--- src/rtl/nexys_starship_gcd_param.sv ---
// Parametrised binary (Stein) GCD engine with Start/Ack handshake and CEN single-stepping.
// Optional step counter output Steps is enabled by defining GCD_STEP_COUNT_EN.
module nexys_starship_gcd_param #(
    parameter int unsigned WIDTH = 8,
    parameter int unsigned CNT_W = $clog2(WIDTH) + 1
) (
    input  logic             Clk,
    input  logic             Reset,
    input  logic             CEN,
    input  logic             Start,
    input  logic             Ack,
    input  logic [WIDTH-1:0] Ain,
    input  logic [WIDTH-1:0] Bin,
    output logic [WIDTH-1:0] A,
    output logic [WIDTH-1:0] B,
    output logic [WIDTH-1:0] AB_GCD,
    output logic [CNT_W-1:0] i_count,
    output logic             Zero_Err,
    output logic             q_I,
    output logic             q_Sub,
    output logic             q_Mult,
    output logic             q_Done
`ifdef GCD_STEP_COUNT_EN
    ,
    output logic [15:0]      Steps
`endif
);

    typedef enum logic [3:0] {
        StI    = 4'b0001,
        StSub  = 4'b0010,
        StMult = 4'b0100,
        StDone = 4'b1000
    } state_e;

    state_e           state_q, state_d;
    logic [WIDTH-1:0] a_q, a_d, b_q, b_d, gcd_q, gcd_d;
    logic [CNT_W-1:0] cnt_q, cnt_d;
    logic             err_q, err_d;

    always_comb begin
        state_d = state_q;
        a_d     = a_q;
        b_d     = b_q;
        gcd_d   = gcd_q;
        cnt_d   = cnt_q;
        err_d   = err_q;
        case (state_q)
            StI: begin
                a_d   = Ain;
                b_d   = Bin;
                cnt_d = '0;
                gcd_d = '0;
                err_d = 1'b0;
                if (Start) begin
                    if (Ain != '0 && Bin != '0) begin
                        state_d = StSub;
                    end else begin
                        // Zero operand: gcd(x,0)=x, no iteration needed
                        state_d = StDone;
                        gcd_d   = Ain | Bin;
                        err_d   = (Ain == '0) && (Bin == '0);
                    end
                end
            end
            StSub: begin
                if (CEN) begin
                    if (a_q == b_q) begin
                        gcd_d   = a_q;
                        state_d = (cnt_q != '0) ? StMult : StDone;
                    end else if (a_q < b_q) begin
                        a_d = b_q;
                        b_d = a_q;
                    end else if (a_q[0] && b_q[0]) begin
                        a_d = a_q - b_q;
                    end else if (!a_q[0] && !b_q[0]) begin
                        a_d   = a_q >> 1;
                        b_d   = b_q >> 1;
                        cnt_d = cnt_q + CNT_W'(1);
                    end else if (!a_q[0]) begin
                        a_d = a_q >> 1;
                    end else begin
                        b_d = b_q >> 1;
                    end
                end
            end
            StMult: begin
                if (CEN) begin
                    gcd_d = gcd_q << 1;
                    cnt_d = cnt_q - CNT_W'(1);
                    if (cnt_q == CNT_W'(1)) begin
                        state_d = StDone;
                    end
                end
            end
            StDone: begin
                if (Ack) begin
                    state_d = StI;
                end
            end
            default: begin
                // Non-one-hot state: recover to I with everything cleared
                state_d = StI;
                a_d     = '0;
                b_d     = '0;
                gcd_d   = '0;
                cnt_d   = '0;
                err_d   = 1'b0;
            end
        endcase
    end

    always_ff @(posedge Clk or negedge Reset) begin
        if (!Reset) begin
            state_q <= StI;
            a_q     <= '0;
            b_q     <= '0;
            gcd_q   <= '0;
            cnt_q   <= '0;
            err_q   <= 1'b0;
        end else begin
            state_q <= state_d;
            a_q     <= a_d;
            b_q     <= b_d;
            gcd_q   <= gcd_d;
            cnt_q   <= cnt_d;
            err_q   <= err_d;
        end
    end

`ifdef GCD_STEP_COUNT_EN
    logic [15:0] steps_q, steps_d;

    always_comb begin
        steps_d = steps_q;
        if (state_q == StSub || state_q == StMult) begin
            if (CEN && steps_q != 16'hFFFF) begin
                steps_d = steps_q + 16'd1;
            end
        end else if (state_q != StDone) begin
            steps_d = '0;
        end
    end

    always_ff @(posedge Clk or negedge Reset) begin
        if (!Reset) begin
            steps_q <= '0;
        end else begin
            steps_q <= steps_d;
        end
    end

    assign Steps = steps_q;
`endif

    assign A        = a_q;
    assign B        = b_q;
    assign AB_GCD   = gcd_q;
    assign i_count  = cnt_q;
    assign Zero_Err = err_q;
    assign {q_Done, q_Mult, q_Sub, q_I} = state_q;

endmodule

--- config.mk ---
export PLATFORM = sky130hd
export DESIGN_NAME = nexys_starship_gcd_param
export DESIGN_NICKNAME = d
export VERILOG_FILES = /design/src/rtl/nexys_starship_gcd_param.sv
export SDC_FILE = /design/constraint.sdc
export NUM_CORES = 1
export LEC_CHECK = 0
export BUFFER_PORTS_ARGS = -buffer_cell sky130_fd_sc_hd__buf_2
export CORE_MARGIN = 4
export CORE_UTILIZATION = 50
export CTS_CLUSTER_SIZE = 24
export DETAILED_ROUTE_END_ITERATION = 12
export PLACE_DENSITY = 0.86
export SETUP_SLACK_MARGIN = 0.4
export SLEW_MARGIN = 25
export SYNTH_ARGS = -nofsm -noshare
export SYNTH_HDL_FRONTEND = slang
export SYNTH_SLANG_ARGS = --single-unit
--- constraint.sdc ---
create_clock -name Clk -period 2.4 [get_ports Clk]
set_input_delay 0.48 -clock Clk [delete_from_list [all_inputs] [get_ports Clk]]
set_output_delay 0.48 -clock Clk [all_outputs]
set_load 0.02 [all_outputs]
# --- Yosys cells after proc, flatten, opt, wreduce, memory -nomap -nowiden ---
# Index checks and enable logic that the tools add are counted.
totals:
  word_cells: 91
  input_bits: 21
  reg_bits: 33
  out_inout_bits: 33
op_classes:
  muxes: 39
  eq_ne: 19
  add_sub_neg: 3
  order_cmp: 1
  bitwise: 3
  n_reduce_logical: 19
op_table:
  columns: ["op", "n"]
  rows:
  - ["$mux W8", 17]
  - ["$mux W4", 14]
  - ["$pmux W8 S3", 2]
  - ["$pmux W8 S4", 1]
  - ["$ne A2 B2 Y1 const B", 10]
  - ["$logic_not A8 Y1", 2]
  - ["$pmux W4 S4", 1]
  - ["$reduce_bool A8 Y1", 2]
  - ["$pmux W4 S3", 1]
  - ["$eq A4 B1 Y1 const B", 2]
  - ["$eq A8 B8 Y1", 1]
  - ["$lt A8 B8 Y1", 1]
  - ["$or A8 B8 Y8", 1]
  - ["$reduce_and A4 Y1", 2]
  - ["$sub A8 B8 Y8", 1]
  - ["$reduce_and A7 Y1", 1]
  - ["$reduce_and A6 Y1", 1]
  - ["$ne A5 B5 Y1 const B", 1]
  - ["$reduce_and A5 Y1", 1]
  - ["$add A4 B1 Y4 const B", 1]
  - ["$eq A4 B2 Y1 const B", 1]
  - ["$eq A4 B3 Y1 const B", 1]
  - ["$eq A4 B4 Y1 const B", 1]
  - ["$logic_and A1 B1 Y1", 4]
  - ["other kinds (11)", 14]

# --- Logic depth before layout (Yosys ltp) ---
depth:
  ltp_word: 8
  ltp_mapped: 11
  ltp_nobuf: 9

# --- Least setup slack after synthesis ---
# OpenSTA, ideal clock, no wires.
synth_path:
  path_type: "register to register"
  from: "reg a_q[0], in the netlist A[0]"
  to: "reg cnt_q[3], in the netlist i_count[3]"
  path_buffers: 1
  stages_incl_launch_ff: 11
  setup_time_ns: 0.142
  period_less_slack_ns: 2.789
  setup_slack_ns: -0.389
  required_ns: 2.258
  arrival_ns: 2.648
  cell_sequence: "dfrtp_1 -> inv_1 -> ha_1 -> fa_1 -> nand2b_1 -> a211oi_2 -> nor3_2 -> buf_6 -> o41a_4 -> o31ai_2 -> o41ai_2"
synth_between:
  elab_chain_cells: 4
  elab_cells_between_ends: 10
  classes_between: "order compare: 1; eq/ne: 5; reduce/logical: 4"
synth_rtl:
  columns: ["item", "line_no", "source"]
  rows:
  - ["start, declared", "37", "logic [WIDTH-1:0] a_q, a_d, b_q, b_d, gcd_q, gcd_d;"]
  - ["start signal, assigned", "116", "a_q <= '0;"]
  - ["start signal, assigned", "123", "a_q <= a_d;"]
  - ["parallel branches: the longest is 3 deep, another holds $lt A8 B8 Y1", null, null]
  - ["$reduce_and A7 Y1 (no source line) *", null, null]
  - ["end signal, assigned", "126", "cnt_q <= cnt_d;"]
  - ["end, declared", "38", "logic [CNT_W-1:0] cnt_q, cnt_d;"]
# Mark *: on every way between the ends.
# A chain may end at the register's enable or synchronous reset.

# --- Final worst setup path ---
layout_path:
  from: "reg b_q[0], in the netlist B[0]"
  to: "reg cnt_q[3], in the netlist i_count[3]"
layout_between:
  elab_chain_cells: 4
  elab_cells_between_ends: 10
  classes_between: "order compare: 1; eq/ne: 5; reduce/logical: 4"
layout_rtl:
  columns: ["item", "line_no", "source"]
  rows:
  - ["start, declared", "37", null]
  - ["start signal, assigned", "117", "b_q <= '0;"]
  - ["start signal, assigned", "124", "b_q <= b_d;"]
  - ["parallel branches: the longest is 3 deep, another holds $lt A8 B8 Y1", null, null]
  - ["$reduce_and A7 Y1 (no source line) *", null, null]
# Marks and branches as above.

==> flow_summary.toml <==
[sta]
tightest_slew_ns = 0.790
setup_viol = 10
fin_ws_ns = -0.0865
max-slew-margin-rel = 0.473
finalMaxSlewViolations = 0
fmax_mhz = 402
grt_setup_unrepaired = "true"
finalHoldViolations = 0
min_period_ns = 2.49
tns_ns = -0.374
finalCritPeriodShare = 1.04
skew_ns = 0.00749

[critical_path]
crit_fanout = 6
critPathKind = "flop to flop"
cp.arrival_ns = 2.66
crit_path_start_kind = "flop"
cp-end-kind = "flop"
cp.required_ns = 2.58

[clocking]
cts_made_buffers = 5
postCtsHoldBufs = 0
cts_tree = "yes"
cts-root-buf = "clkbuf_8"
clk_pin_slew_worst_paths_ns = 0.08
cts-htree-levels = 2
clock-sinks = 33
insertion_delay_ns = 0.30
clk_path_buf_depth = 2

[synthesis]
yosysSeqAreaShare = 0.318
synthArstFlopShare = 1.00
ys.flop_type = "dfrtp_1"
synth.area.top_cells = "dfrtp_1 31%, ha_1 6.7%, nor2_1 4.2%"
synthTopCellsByCount = "32 x dfrtp_1, 29 x nor2_1, 21 x a21oi_1, 16 x nand2_1, 15 x inv_1"
yosys_warnings = 0
synth_area_mm2 = 0.00260
synth_edf_count = 0
synth_top_area_share = 0.308
syn_avg_cell_area_um2 = 9.32
syn-instance-count = 279
yosys.area.top_type = "dfrtp_1"
synth.most_common_cell = "dfrtp_1"
syn-num-nets = 315
synth.ff_latch_count = 33
ys_types = 57

[die]
die_w_um = 80.1
initial_core_util = 0.533
core_mm2 = 0.00488
rows = 25
die_h_um = 80.1
ios = 54
die_area_mm2 = 0.00642

[global_routing]
grt_max_degree = 34
grt_pass1_wl_mm = 14.1
grt_use_met1 = 0.344
antenna_found_initial = 0
grt_overflow = 0
grt-busiest-layer = "met2"
grt_pass1_vias = 2858
grt_use_met2 = 0.481
grt_use_total = 0.285
met3_usage = 0.0572

[power]
leakagePower_nw = 1.73
powerDensity_mw_per_mm2 = 1690
peakVddDrop_uv = 1080

[place]
hpwl_mm = 6.09
dpl-instance-area_mm2 = 0.00324
gp_congestion = 0.988
io_buffers = 53

[cells_and_area]
nets = 420
diodes = 0
fin_area_mm2 = 0.00383
drive_gt1_frac = 0.525
syn_to_final_growth_pct = 47.3

[routing]
wire_per_inst_um = 21.1
vias = 2957
drt_iter0_drc = 375
via_per_inst = 6.54
drcViolationCount = 0
drt-total-wl_mm = 9.53
drt.antenna.violating_nets = 0
dr.pass1.iters = 5

[run_status]
status = "finished with violations"
failed_checks = "setup timing"

[min_path]
holdCritPathClass = "input pin to asynchronous set/reset pin"

[flow_run]
cap_violations = 0
==> worst paths after layout <==
check | slack (ns) | cells after the start | startpoint | endpoint
worst max-delay path | -0.09 | 9 | B[0]$_DFFE_PN0P_ | i_count[3]$_DFFE_PN0P_
worst min-delay path | 0.25 | 1 | Reset | A[5]$_DFFE_PN0P_
worst max register to register | -0.09 | 9 | B[0]$_DFFE_PN0P_ | i_count[3]$_DFFE_PN0P_
worst min register to register | 0.55 | 1 | AB_GCD[0]$_DFFE_PN0P_ | AB_GCD[0]$_DFFE_PN0P_
max in group asynchronous | 1.60 | 1 | Reset | B[0]$_DFFE_PN0P_
min in group Clk | 0.49 | 3 | Start | Zero_Err$_DFFE_PN0N_
==> worst max-delay path: stages (launching register included) <==
cell and delay, ns:
dfrtp_2 0.43, ha_4 0.16, fa_2 0.34, nand2b_4 0.17, a211oi_4 0.26, nor3_2 0.10
buf_6 0.15, o41a_4 0.41, o31ai_4 0.25, o41ai_2 0.10
==> state kept, by name, summed over array words and instances, names as in the netlist <==
name,flops
i_count,4
AB_GCD,8
A,8
state_q,4
Zero_Err,1
B,8
==> logic make-up after synthesis <==
family | synth area share
AOI/OAI and AO/OA | 0.301
and+or+nand+nor | 0.180
DFF | 0.318
buffers and inverters | 0.0539
muxes | 0.0659
adders and majority gates | 0.0750
xor gates and xnor gates | 0.00674
==> per-stage QoR <==
| step | util | instances | power [mW] | hold slack, ns | setup slack, ns |
|---|---|---|---|---|---|
| after floorplan | - | 279 | 3.57 | 0.184 | -0.137 |
| after global placement | 0.664 | 418 | 4.58 | 0.513 | 0.0204 |
| after detailed placement | 0.664 | 418 | 4.67 | 0.518 | -0.0519 |
| after CTS | 0.747 | 446 | 5.77 | 0.282 | -0.0292 |
| after global routing | 0.785 | 452 | 6.79 | 0.306 | -0.175 |
| final | 0.785 | 452 | 6.46 | 0.253 | -0.0865 |
==> cell usage in the layout, fill, tap and decap left out, types with 8 or more instances in the layout <==
cell type,count
nor2_2,9
buf_4,43
a31oi_1,11
dfrtp_1,28
buf_2,53
a221oi_2,8
nand2_1,14
a21oi_1,17
nor2_1,15
inv_1,10
buf_6,14
a22oi_1,9
==> power by group <==
group          switching (mW)  internal (mW)  leakage, nW
Combinational            2.59           2.40         1.26
Sequential              0.263          0.779        0.426
Clock                   0.232          0.200       0.0439
==> cell type report <==
class                      count  area (um2)
tap                           67        83.8
multi-input combinational    216        1960
fill                         307        1050
timing repair buffer         113         808
inverter                      15        61.3
clock buffer                   5        68.8
sequential                    33         832
clock inverter                 3        17.5
==> per-layer routing <==
metal / vias up / part of all wire
li1: 1284 / -
met1: 1433 / 0.38
met2: 189 / 0.49
met3: 51 / 0.083
met4: 0 / 0.052
met5: - / 0
==> timing repair <==
item | in CTS | in global routing
gates resized for setup | 38 | 35
setup endpoints to repair | 30 | 32
pin swaps | 12 | 16
cloned | 2 | 0
setup buffers | 18 | 6
Note: power is estimated with default switching activity, not from simulation.
